===== src/rtl/tow_referee.sv =====
// Tug-of-war referee: turns two players' key presses into a moving one-hot
// light on an LED bar. Pulling the light off either end emits a one-cycle
// win pulse, darkens the bar for a fixed pause, then re-centres the light.
// A freeze from the score logic halts play until reset.
module tow_referee #(
    parameter int NUM_LEDS       = 9,
    parameter int RESTART_CYCLES = 4
) (
    input  logic                clk,
    input  logic                reset,
    input  logic                key_l,
    input  logic                key_r,
    input  logic                freeze,
    output logic [NUM_LEDS-1:0] leds,
    output logic                win_l,
    output logic                win_r
);

    localparam int POS_W  = $clog2(NUM_LEDS);
    localparam int RCNT_W = $clog2(RESTART_CYCLES + 1);

    localparam logic [POS_W-1:0]  CENTER   = POS_W'((NUM_LEDS - 1) / 2);
    localparam logic [POS_W-1:0]  LEFTMOST = POS_W'(NUM_LEDS - 1);
    localparam logic [POS_W-1:0]  ONE_POS  = POS_W'(1);
    localparam logic [RCNT_W-1:0] RC_LAST  = RCNT_W'(RESTART_CYCLES - 1);
    localparam logic [RCNT_W-1:0] ONE_RC   = RCNT_W'(1);

    typedef enum logic [1:0] {
        PLAY,
        WIN,
        RESTART,
        HALT
    } state_t;

    state_t            state_q, state_d;
    logic [POS_W-1:0]  pos_q, pos_d;
    logic [RCNT_W-1:0] rcnt_q, rcnt_d;
    logic              win_l_d, win_r_d;
    logic              key_l_q, key_r_q;
    logic              press_l, press_r;
    logic              move_l, move_r;

    // Previous key levels for rising-edge detection.
    // NOTE: these are sampled during reset as well, so a key held high across
    // reset release is seen as already pressed and produces no move.
    always_ff @(posedge clk) begin
        key_l_q <= key_l;
        key_r_q <= key_r;
    end

    assign press_l = key_l & ~key_l_q;
    assign press_r = key_r & ~key_r_q;

    // Simultaneous presses cancel each other out.
    assign move_l = press_l & ~press_r;
    assign move_r = press_r & ~press_l;

    // State, position, pause counter and win pulses.
    // NOTE: non-blocking assignments keep every register updating from the
    // same pre-edge values, independent of statement order.
    always_ff @(posedge clk) begin
        if (reset) begin
            state_q <= PLAY;
            pos_q   <= CENTER;
            rcnt_q  <= '0;
            win_l   <= 1'b0;
            win_r   <= 1'b0;
        end else begin
            state_q <= state_d;
            pos_q   <= pos_d;
            rcnt_q  <= rcnt_d;
            win_l   <= win_l_d;
            win_r   <= win_r_d;
        end
    end

    // Next-state logic for the referee FSM.
    // NOTE: every output of this block is defaulted first so no path leaves a
    // signal unassigned, which would otherwise infer a latch.
    always_comb begin
        state_d = state_q;
        pos_d   = pos_q;
        rcnt_d  = rcnt_q;
        win_l_d = 1'b0;
        win_r_d = 1'b0;

        unique case (state_q)
            PLAY: begin
                if (freeze) begin
                    state_d = HALT;
                end else if (move_l) begin
                    if (pos_q == LEFTMOST) begin
                        state_d = WIN;
                        win_l_d = 1'b1;
                    end else begin
                        pos_d = pos_q + ONE_POS;
                    end
                end else if (move_r) begin
                    if (pos_q == '0) begin
                        state_d = WIN;
                        win_r_d = 1'b1;
                    end else begin
                        pos_d = pos_q - ONE_POS;
                    end
                end
            end

            WIN: begin
                state_d = RESTART;
                rcnt_d  = '0;
            end

            RESTART: begin
                if (freeze) begin
                    state_d = HALT;
                end else if (rcnt_q == RC_LAST) begin
                    state_d = PLAY;
                    pos_d   = CENTER;
                end else begin
                    rcnt_d = rcnt_q + ONE_RC;
                end
            end

            HALT: begin
                state_d = HALT;
            end

            default: begin
                state_d = PLAY;
                pos_d   = CENTER;
                rcnt_d  = '0;
            end
        endcase
    end

    // LED bar: lit only while playing, dark during pause and halt.
    always_comb begin
        leds = '0;
        if (state_q == PLAY) begin
            leds[pos_q] = 1'b1;
        end
    end

endmodule


===== config.mk =====
export PLATFORM = sky130hd
export DESIGN_NAME = tow_referee
export DESIGN_NICKNAME = d
export VERILOG_FILES = /design/src/rtl/tow_referee.sv
export SDC_FILE = /design/constraint.sdc
export NUM_CORES = 1
export LEC_CHECK = 0
export CORE_MARGIN = 2
export CORE_UTILIZATION = 49
export DETAILED_ROUTE_END_ITERATION = 16
export PLACE_DENSITY = 0.74
export SETUP_SLACK_MARGIN = 0.05
export SYNTH_ARGS = -nofsm -noshare
export SYNTH_HDL_FRONTEND = slang
export SYNTH_SLANG_ARGS = --single-unit
export TNS_END_PERCENT = 20

===== constraint.sdc =====
create_clock -name clk -period 2.1 [get_ports clk]
set_clock_uncertainty 0.1 [all_clocks]
set_input_delay 0.42 -clock clk [delete_from_list [all_inputs] [get_ports clk]]
set_output_delay 0.42 -clock clk [all_outputs]
set_load 0.03 [all_outputs]

* After elaboration in Yosys (flattened, before gate mapping) *
Cells that the tools add are included.

word-level totals
  RAM bits = 0
  memory bits (read-only) = 0
  output and inout port bits = 11
  word-level logic and storage cells = 73
  flip-flop bits (word level) = 13
  memories = 0
  latch bits = 0

operators by class
  $lt $le $gt $ge = 2
  mux-type cells = 24
  shift-type cells = 0
  multiply operators = 0
  reductions and logical operators = 10
  add/subtract/negate cells = 3
  bitwise operators = 11
  eq/ne operators = 16
  divide/modulo/power cells = 0

operator list
  operator               number
  $mux W4                7
  $mux W2                7
  $ne A3 B3 Y1 const B   4
  $ne A4 B4 Y1 const B   3
  $mux W9                1
  $ne A2 B2 Y1 const B   4
  $pmux W2 S4            1
  $pmux W4 S2            1
  $not A1 Y1             7
  $reduce_and A7 Y1      1
  $mux W3                2
  $pmux W3 S2            1
  $lt A4 B5 Y1 const B   1
  $reduce_or A5 Y1       1
  $add A4 B1 Y4 const B  1
  $and A1 B1 Y1          4
  $demux W1 S4           1
  $eq A2 B2 Y1 const B   2
  $eq A4 B4 Y1 const B   1
  $ge A4 B1 Y1 const B   1
  $logic_not A4 Y1       1
  $reduce_and A4 Y1      1
  $reduce_bool A2 Y1     2
  $reduce_or A4 Y1       1
  8 further kinds        10

* Depth between registers and ports, before layout *
Gate-level depths: netlist of run 1.

  depth after elaboration = 8
  gate-level depth with buffers = 9
  depth with buffers taken out = 9

* Worst setup path before layout of run 1 *
No wires, ideal clock.

  kind = register -> output
  from = register pos_q[3]
  to = output leds[1]
  path slack = -0.106 ns
  stages on the path, launching flop included = 4
  data required time = 1.580 ns
  arrival = 1.686 ns
  buffers on the path = 1
  cell sequence = dfxtp_1 clkbuf_1 nor2_1 nor4b_1

on the way
  longest elaborated chain between the ends = 5

ends and longest elaborated chain
  item                                                                line  text
  start: declaration                                                  36    logic [POS_W-1:0] pos_q, pos_d;
  start signal: assignment                                            70    pos_q <= pos_d;
  $lt A4 B5 Y1 (not written as such) or $ge A4 B1 Y1 (tied branches)  140   leds[pos_q] = 1'b1;
  $logic_and A1 B1 Y1 (not written as such)                           140
  $mux W1 (not written as such)                                       140
  $demux W1 S4 *                                                      140
  $mux W9 *                                                           139   if (state_q == PLAY) begin
  end: declaration                                                    14    output logic [NUM_LEDS-1:0] leds,

Mark *: on every way between the ends. The rest lies on a longest branch, timed or not.

* Worst setup path in the final report of run 1 *
  from = register state_q[0]
  to = output leds[8]

on the way
  longest elaborated chain between the ends = 2

ends and longest elaborated chain
  item                      line  text
  start: declaration        35    state_t state_q, state_d;
  start signal: assignment  69    state_q <= state_d;
  $logic_not A2 Y1          139
  $mux W9                   139

No other way between the ends.

==> results.cfg, run 1 <==
[run_status]
status = complete, but fails checks
violations = setup timing

[route]
drtAntennaViolNets = 0
drt_pass1_iterations = 4
drc = 0
wire_per_inst_microns = 12.4
vias = 805
drt-total-wl_microns = 1810
viasPerCell = 5.51
drtIter0Drc = 5

[finish]
multi_input_area_sq_um = 557
n_fill_cell = 108
drive_gt1_share_pct = 33.1
final_cell_mix = 15 x buf_4, 11 x nor2_1, 11 x dfxtp_1
nets = 143
antenna_cells = 0
area_delta_synth_final_pct = 42.1
final_common_cell = buf_4
register_area_sq_um = 265

[synth]
syn_inst = 101
synth_adder_area_share_pct = 10.7
synth_cell_types = 37
syn-cell-area_sq_um = 820
ys_seq_area_share_pct = 31.8
ys_warn_count = 0
syn_area_per_cell_sq_um = 8.11
synth-seq-cells = 13
synth-simple-area-share_pct = 32.4
muxShareOfSynthArea_pct = 3.05
synth_xor_area_share_pct = 2.14
synthFlopType = dfxtp_1
synth_compound_area_share_pct = 12.4
synth_top_family_by_area = simple AND/OR/NAND/NOR gates
syn_nets = 113
synthArstFlopShare_pct = 0
synth_edf_count = 0

[clock_tree]
clk_latency_ps = 280
ctsHoldBuffers = 0
cts_buffers = 3
h-tree-depth = 1
cts_tree = done
clock_sinks = 13
clock_tree.root_cell = clkbuf_4
clockBufferDepth = 2
clk_pin_slew_ps = 80

[floorplan]
die_area_sq_mm = 0.00202
core_area_sq_mm = 0.00154
ios = 16
die_w_microns = 44.9
start_util_pct = 53.2
rows = 14
die-height_microns = 44.9

[place]
dpl.hpwl_microns = 1330
dp_worst_setup_slack_ps = -406
numPortBuffers = 15
gp_congestion = 0.888

[sta]
timing.fmax_ghz = 0.450
maxSlewHeadroom_pct = 74.3
maxSlewViolCount = 0
tightest_slew_ps = 385
setup_tns_ps = -217
hold_viol_final = 0
fin_hold_ws_ps = 288
min_period_ps = 2220
rsz0062_at_grt = true
timing.final.crit_share_pct = 106
fin_ws_ps = -122
setup_violations = 2

[global_route]
grt_use_met1_pct = 27.0
grt_overflow_total = 0
grt-busiest-layer = met2
grt_max_degree = 10
grt_pass1_wl_microns = 3030
use_met2_pct = 33.3
antenna_found_initial = 0
grtUsageTotal_pct = 20.7
grtUsageMet3_pct = 2.80
first_global_vias = 689

[hold_path]
holdPathStages = 1
min_path_type = in -> reg

[worst_setup_path]
cp.required_ps = 1580
cp_max_fo = 2
criticalPathCategory = reg -> out
startpoint_type = flop
reg2reg_depth = 8
cp-end-kind = output pin
worstPathArrival_ps = 1700

[pwr]
p_per_area_mw_per_mm2 = 537
power.leakage_nw = 0.513
peakVddDrop_mv = 0.394
power_w = 0.000625

[run]
drv_cap = 0
==> critical path, cell delays in order, from the launching register on <==
cell     delay (ps)
dfxtp_4         350
buf_6           110
or4_4           560
nor2_4          130
and2_4          150
buf_6           120
==> cell usage after synthesis (all sizes together) (2+ instances only) <==
cell type | number | share of area (%)
nor2 | 13 | 6.6
a21oi | 4 | 2.4
clkbuf | 3 | 1.4
and2 | 2 | 1.5
and3 | 2 | 1.5
buf | 3 | 2.6
nand2b | 6 | 4.6
nand2 | 6 | 2.7
nand3 | 4 | 2.4
o21ai | 3 | 1.8
inv | 8 | 3.7
nor3 | 5 | 3.1
a31oi | 3 | 2.3
dfxtp | 13 | 32
ha | 7 | 11
==> sequential cells by signal, summed over array words and instances (netlist names) <==
| name | flops |
|---|---|
| state_q | 2 |
| pos_q | 4 |
| key_r_q | 1 |
| key_l_q | 1 |
| win_l | 1 |
| rcnt_q | 3 |
| win_r | 1 |
==> layer usage <==
metal  part of all wire [%]  up-vias
met1                     46      363
met5                      0        -
li1                       -      413
met2                     47       22
met4                    2.3        0
met3                    4.0        7
==> path summary, 6_finish.rpt <==
kind                            slack [ps]         to        from
worst min register to register         380  rcnt_q[1]   rcnt_q[1]
worst min-delay path                   290    key_l_q       key_l
worst max-delay path                  -120    leds[8]  state_q[0]
worst max register to register          90   pos_q[0]  state_q[0]
==> per-stage QoR <==
stage | instances | utilization (%) | area (sq um)
floorplan | 101 | - | 826
global placement | 138 | 68.0 | 1050
detailed placement | 138 | 68.0 | 1050
CTS | 142 | 71.6 | 1100
global route | 146 | 75.6 | 1160
finish | 146 | 75.6 | 1160
==> where the power goes <==
part | internal [W] | switching [W]
clock network | 0.0000737 | 0.0000852
logic | 0.0000961 | 0.0000952
registers | 0.000260 | 0.0000154
total | 0.000429 | 0.000196
==> final cells by class <==
type | instances | area share (%)
multi-input combinational | 74 | 47.8
timing repair buffer | 31 | 22.9
sequential | 13 | 22.8
inverter | 8 | 2.58
clock buffer | 4 | 2.26
tap | 16 | 1.72
==> cell families (layout without fill, tap and decap cells) <==
group,Yosys count,after routing
xor+xnor,2,2
flops,13,13
buf+inv,14,43
mux,2,2
simple gates,48,48
fa+ha+maj,7,7
compound gates,15,15
==> repair_timing <==
item                       4_1_cts  5_1_grt
setup endpoints to repair       13       13
buffers inserted                 0        4
resized for setup               24       16
pin swaps                        1        3
Power figures use the tool's default switching activity.
==> run 2, diff against run 1 <==
- GPL_TIMING_DRIVEN: unset -> 0
==> results.cfg, run 2 (synthesized netlist as in run 1, its figures left out) <==
[hold_path]
min_path_type = reg -> reg

[pwr]
peakVddDrop_mv = 0.485
p_per_area_mw_per_mm2 = 528
power.leakage_nw = 0.496

[worst_setup_path]
critPathMaxStageDelay_ps = 530
path_buf_inv = 2
cp-end-kind = output pin
cp_max_fo = 4
r2r_slack_ps = 60
setup.worst_path.end = leds[8]
cp-startpoint = pos_q[0]
crit_path_frequent_cell = buf_6
startpoint_type = flop
criticalPathCategory = reg -> out
worstPathArrival_ps = 1630
reg2reg_depth = 9
r2r-start = pos_q[0]
crit_slowest_cell = or4_4
cp.required_ps = 1580
worst-path-stages = 5
path_delay_family = simple AND/OR/NAND/NOR gates
r2r_end = pos_q[0]
path_cells = buf_6 > or4_4 > nor2_4 > and2_4 > buf_6

[sta]
timing.final.crit_share_pct = 102
hold_viol_final = 0
setup_violations = 1
maxSlewViolCount = 0
rsz0062_at_grt = true
tightest_slew_ps = 466
fin_ws_ps = -45.3
setup_tns_ps = -45.3
timing.fmax_ghz = 0.466
maxSlewHeadroom_pct = 68.9
min_period_ps = 2150

[floorplan]
core_area_sq_mm = 0.00154
die_w_microns = 44.9
die_area_sq_mm = 0.00202
ios = 16
die-height_microns = 44.9
rows = 14
start_util_pct = 53.2

[run_status]
violations = setup timing
status = complete, but fails checks

[clock_tree]
clk_latency_ps = 270
cts_tree = done
cts_buffers = 3
clock_tree.root_cell = clkbuf_4
ctsHoldBuffers = 0
clk_pin_slew_ps = 80
h-tree-depth = 1
clock_sinks = 13
clockBufferDepth = 2

[route]
wire_per_inst_microns = 12.6
drt-total-wl_microns = 1820
drt_pass1_iterations = 4
drtIter0Drc = 8
viasPerCell = 5.51
drc = 0
vias = 794
drtAntennaViolNets = 0

[global_route]
grt_max_degree = 11
first_global_vias = 673
grt_overflow_total = 0
grtUsageTotal_pct = 19.6
grt_pass1_wl_microns = 2840
antenna_found_initial = 0

[finish]
final_cell_mix = 12 x buf_4, 10 x nor2_1, 8 x dfxtp_1
nets = 141
area_delta_synth_final_pct = 42.3
final_common_cell = buf_4
top_regs = pos_q: 4 flops, rcnt_q: 3 flops, state_q: 2 flops
largest-register = pos_q
n_fill_cell = 115
antenna_cells = 0
drive_gt1_share_pct = 37.5
largest_reg_flops = 4
finish.instance_area_sq_mm = 0.00117

[place]
gp_congestion = 0.747
numPortBuffers = 14
dpl.hpwl_microns = 1180
dpl-instance-area_sq_um = 986

[run]
drv_cap = 0
[run 2: per-layer routing]
layer / global-route usage, % / share of wire (%) / up-vias / wire, microns
met2: 30.4 / 48 / 28 / 865
met4: 10.6 / 1.7 / 0 / 31
met5: 0 / 0 / - / 0
met3: 4.80 / 5.3 / 5 / 97
li1: - / - / 401 / -
met1: 24.9 / 45 / 360 / 822
[run 2: worst min-delay path by stage]
stage	start	end	depth (start not counted)	slack [ps]
6_report	rcnt_q[1]	rcnt_q[1]	2	390
5_1_grt	rcnt_q[1]	rcnt_q[1]	2	420
4_1_cts	rcnt_q[1]	rcnt_q[1]	2	390
3_5_place_dp	rcnt_q[1]	rcnt_q[1]	2	380
3_3_place_gp	rcnt_q[1]	rcnt_q[1]	2	360
2_1_floorplan	key_l	key_l_q	0	350
[run 2: repair_timing]
action | CTS | global route
gates resized for setup | 58 | 9
pin swaps | 4 | 7
endpoints found under the setup margin | 13 | 13
setup buffers | 4 | 6
endpoints found under the hold margin | 0 | 0
[run 2: where the power goes]
group	switching, W	total (W)	internal [W]
Combinational	0.0000946	0.000187	0.0000926
Sequential	0.0000177	0.000279	0.000261
Clock	0.0000763	0.000150	0.0000736
[run 2: area by class of cell]
class	instances	area, sq um	area share, %
Clock buffer	4	26.3	2.25
Sequential cell	13	267	22.9
Timing Repair Buffer	24	211	18.1
Multi-Input combinational cell	74	571	48.9
Inverter	8	30.0	2.58
Buffer	5	41.3	3.54
Tap cell	16	20.0	1.72
[run 2: tightest hold or removal path: stages, from the launching register on]
cell     delay [ps]
dfxtp_1         320
nand3_1          70
a21oi_1          60
[run 2: metrics by stage]
step,instances,util [%],setup WS [ps],power [W],hold slack (ps)
final,144,75.6,-45.3,0.000616,385
after global routing,144,75.6,-97.8,0.000658,418
after CTS,139,71.1,-64.3,0.000597,390
after detailed placement,131,64.0,-514,0.000427,379
after global placement,131,64.0,-476,0.000423,360
after floorplan,101,-,-58.3,0.000388,348
==> run 3, diff against run 2 <==
- CORE_UTILIZATION: 49 -> 53
- PLACE_DENSITY: 0.74 -> 0.79
- clock period: 2.1 -> 2.7 ns (I/O delays scaled with it)
==> results.cfg, run 3 (synthesized netlist as in run 1, its figures left out) <==
[route]
drtIter0Drc = 10
drc = 0
drt-total-wl_microns = 1770
vias = 755
viasPerCell = 5.59
wire_per_inst_microns = 13.1
drtAntennaViolNets = 0
drt_pass1_iterations = 4

[global_route]
antenna_found_initial = 0
first_global_vias = 669
grt_max_degree = 11
grtUsageTotal_pct = 21.0
grt_overflow_total = 0
grt_pass1_wl_microns = 2840

[worst_setup_path]
worstPathArrival_ps = 1910
crit_slowest_cell = or4_4
cp.required_ps = 2060
r2r-start = key_l_q
startpoint_type = flop
critPathMaxStageDelay_ps = 520
cp_max_fo = 9
path_cells = buf_6 > or4_4 > nor2_2 > and2_1 > clkdlybuf4s15_1
r2r_slack_ps = 610
cp-end-kind = output pin
criticalPathCategory = reg -> out
cp-startpoint = pos_q[0]

[clock_tree]
h-tree-depth = 1
ctsHoldBuffers = 0
clock_sinks = 13
clock_tree.root_cell = clkbuf_4
cts_buffers = 3
clk_latency_ps = 290
clk_pin_slew_ps = 80
cts_tree = done
post_cts_buffers = 0
clockBufferDepth = 2

[sta]
maxSlewHeadroom_pct = 63.6
fin_ws_ps = 153
tightest_slew_ps = 546
hold_viol_final = 0
rsz0062_at_grt = false
timing.final.crit_share_pct = 94.3
min_period_ps = 2550
setup_tns_ps = 0
maxSlewViolCount = 0
setup_violations = 0
timing.fmax_ghz = 0.393

[pwr]
swShare_pct = 32.0
peakVddDrop_mv = 0.299
power_w = 0.000456
power.leakage_nw = 0.504
pwr-share-comb_pct = 25.7
power.internal_w = 0.000310
p_seq_share_pct = 46.2
p_per_area_mw_per_mm2 = 450
switchingPower_w = 0.000146
p_clk_share_pct = 28.1

[place]
numPortBuffers = 14
dpl-instance-area_sq_um = 980
dpl.hpwl_microns = 1210
gp_congestion = 0.834
dp_worst_setup_slack_ps = -40.2

[finish]
largest-register = pos_q
nets = 132
area_delta_synth_final_pct = 23.7
largest_reg_flops = 4
drive_gt1_share_pct = 10.9
final_common_cell = dfxtp_1
finish.instance_area_sq_mm = 0.00101
final_cell_mix = 13 x dfxtp_1, 11 x nor2_1, 7 x inv_1
fin_util_pct = 68.9
n_fill_cell = 134
antenna_cells = 0
top_regs = pos_q: 4 flops, rcnt_q: 3 flops, state_q: 2 flops

[run_status]
status = finished, final reports clean

[floorplan]
die_w_microns = 43.3
core_area_sq_mm = 0.00147
die_area_sq_mm = 0.00188
die-height_microns = 43.3
ios = 16
rows = 14
start_util_pct = 55.7

[hold_path]
min_path_type = reg -> reg
min-delay-start = rcnt_q[1]

[run]
drv_cap = 0
-- run 3: final timing paths --
path | endpoint | cells past startpoint
hold reg to reg | rcnt_q[1] | 2
hold / removal | rcnt_q[1] | 2
setup reg to reg | pos_q[3] | 9
setup / recovery | leds[8] | 5
-- run 3: cell type report --
class                      instances  area (sq um)  area share, %
inverter                           8          30.0           2.96
buffer                             6          32.5           3.21
multi-input combinational         74           499           49.3
tap                               16          20.0           1.98
sequential                        13           260           25.7
timing repair buffer              14           145           14.3
clock buffer                       4          26.3           2.59
-- run 3: timing repair --
item / 4_1_cts / 5_1_grt
gates resized for setup: 5 / 6
endpoints found under the hold margin: 0 / 0
setup endpoints to repair: 5 / 6
-- run 3: routing by layer --
layer  GRT usage (%)  routed length [microns]  vias to the layer above
li1                -                        -                      381
met1            25.0                      791                      336
met2            32.8                      821                       29
met3            4.26                       92                        9
met4            15.8                       70                        0
met5               0                        0                        -
-- run 3: worst max-delay path: cells and delay by family, from the launching register on --
| kind | cells | cell delay, ps |
|---|---|---|
| buffers and inverters | 2 | 490 |
| AND/OR/NAND/NOR | 3 | 800 |
| flip-flops | 1 | 320 |
-- run 3: metrics by stage --
| stage | hold WS, ps | std cells |
|---|---|---|
| 3_3_place_gp | 362 | 131 |
| 2_1_floorplan | 352 | 101 |
| 3_5_place_dp | 392 | 131 |
| 4_1_cts | 405 | 135 |
| 5_1_grt | 422 | 135 |
| 6_report | 406 | 135 |
-- run 3: power groups by stage --
stage	Combinational, W	Sequential [W]	Clock [W]
2_1_floorplan	0.0000884	0.000212	0
6_report	0.000117	0.000211	0.000128
4_1_cts	0.000117	0.000210	0.000129
3_5_place_dp	0.000116	0.000215	0
3_3_place_gp	0.000114	0.000214	0
5_1_grt	0.000130	0.000212	0.000139
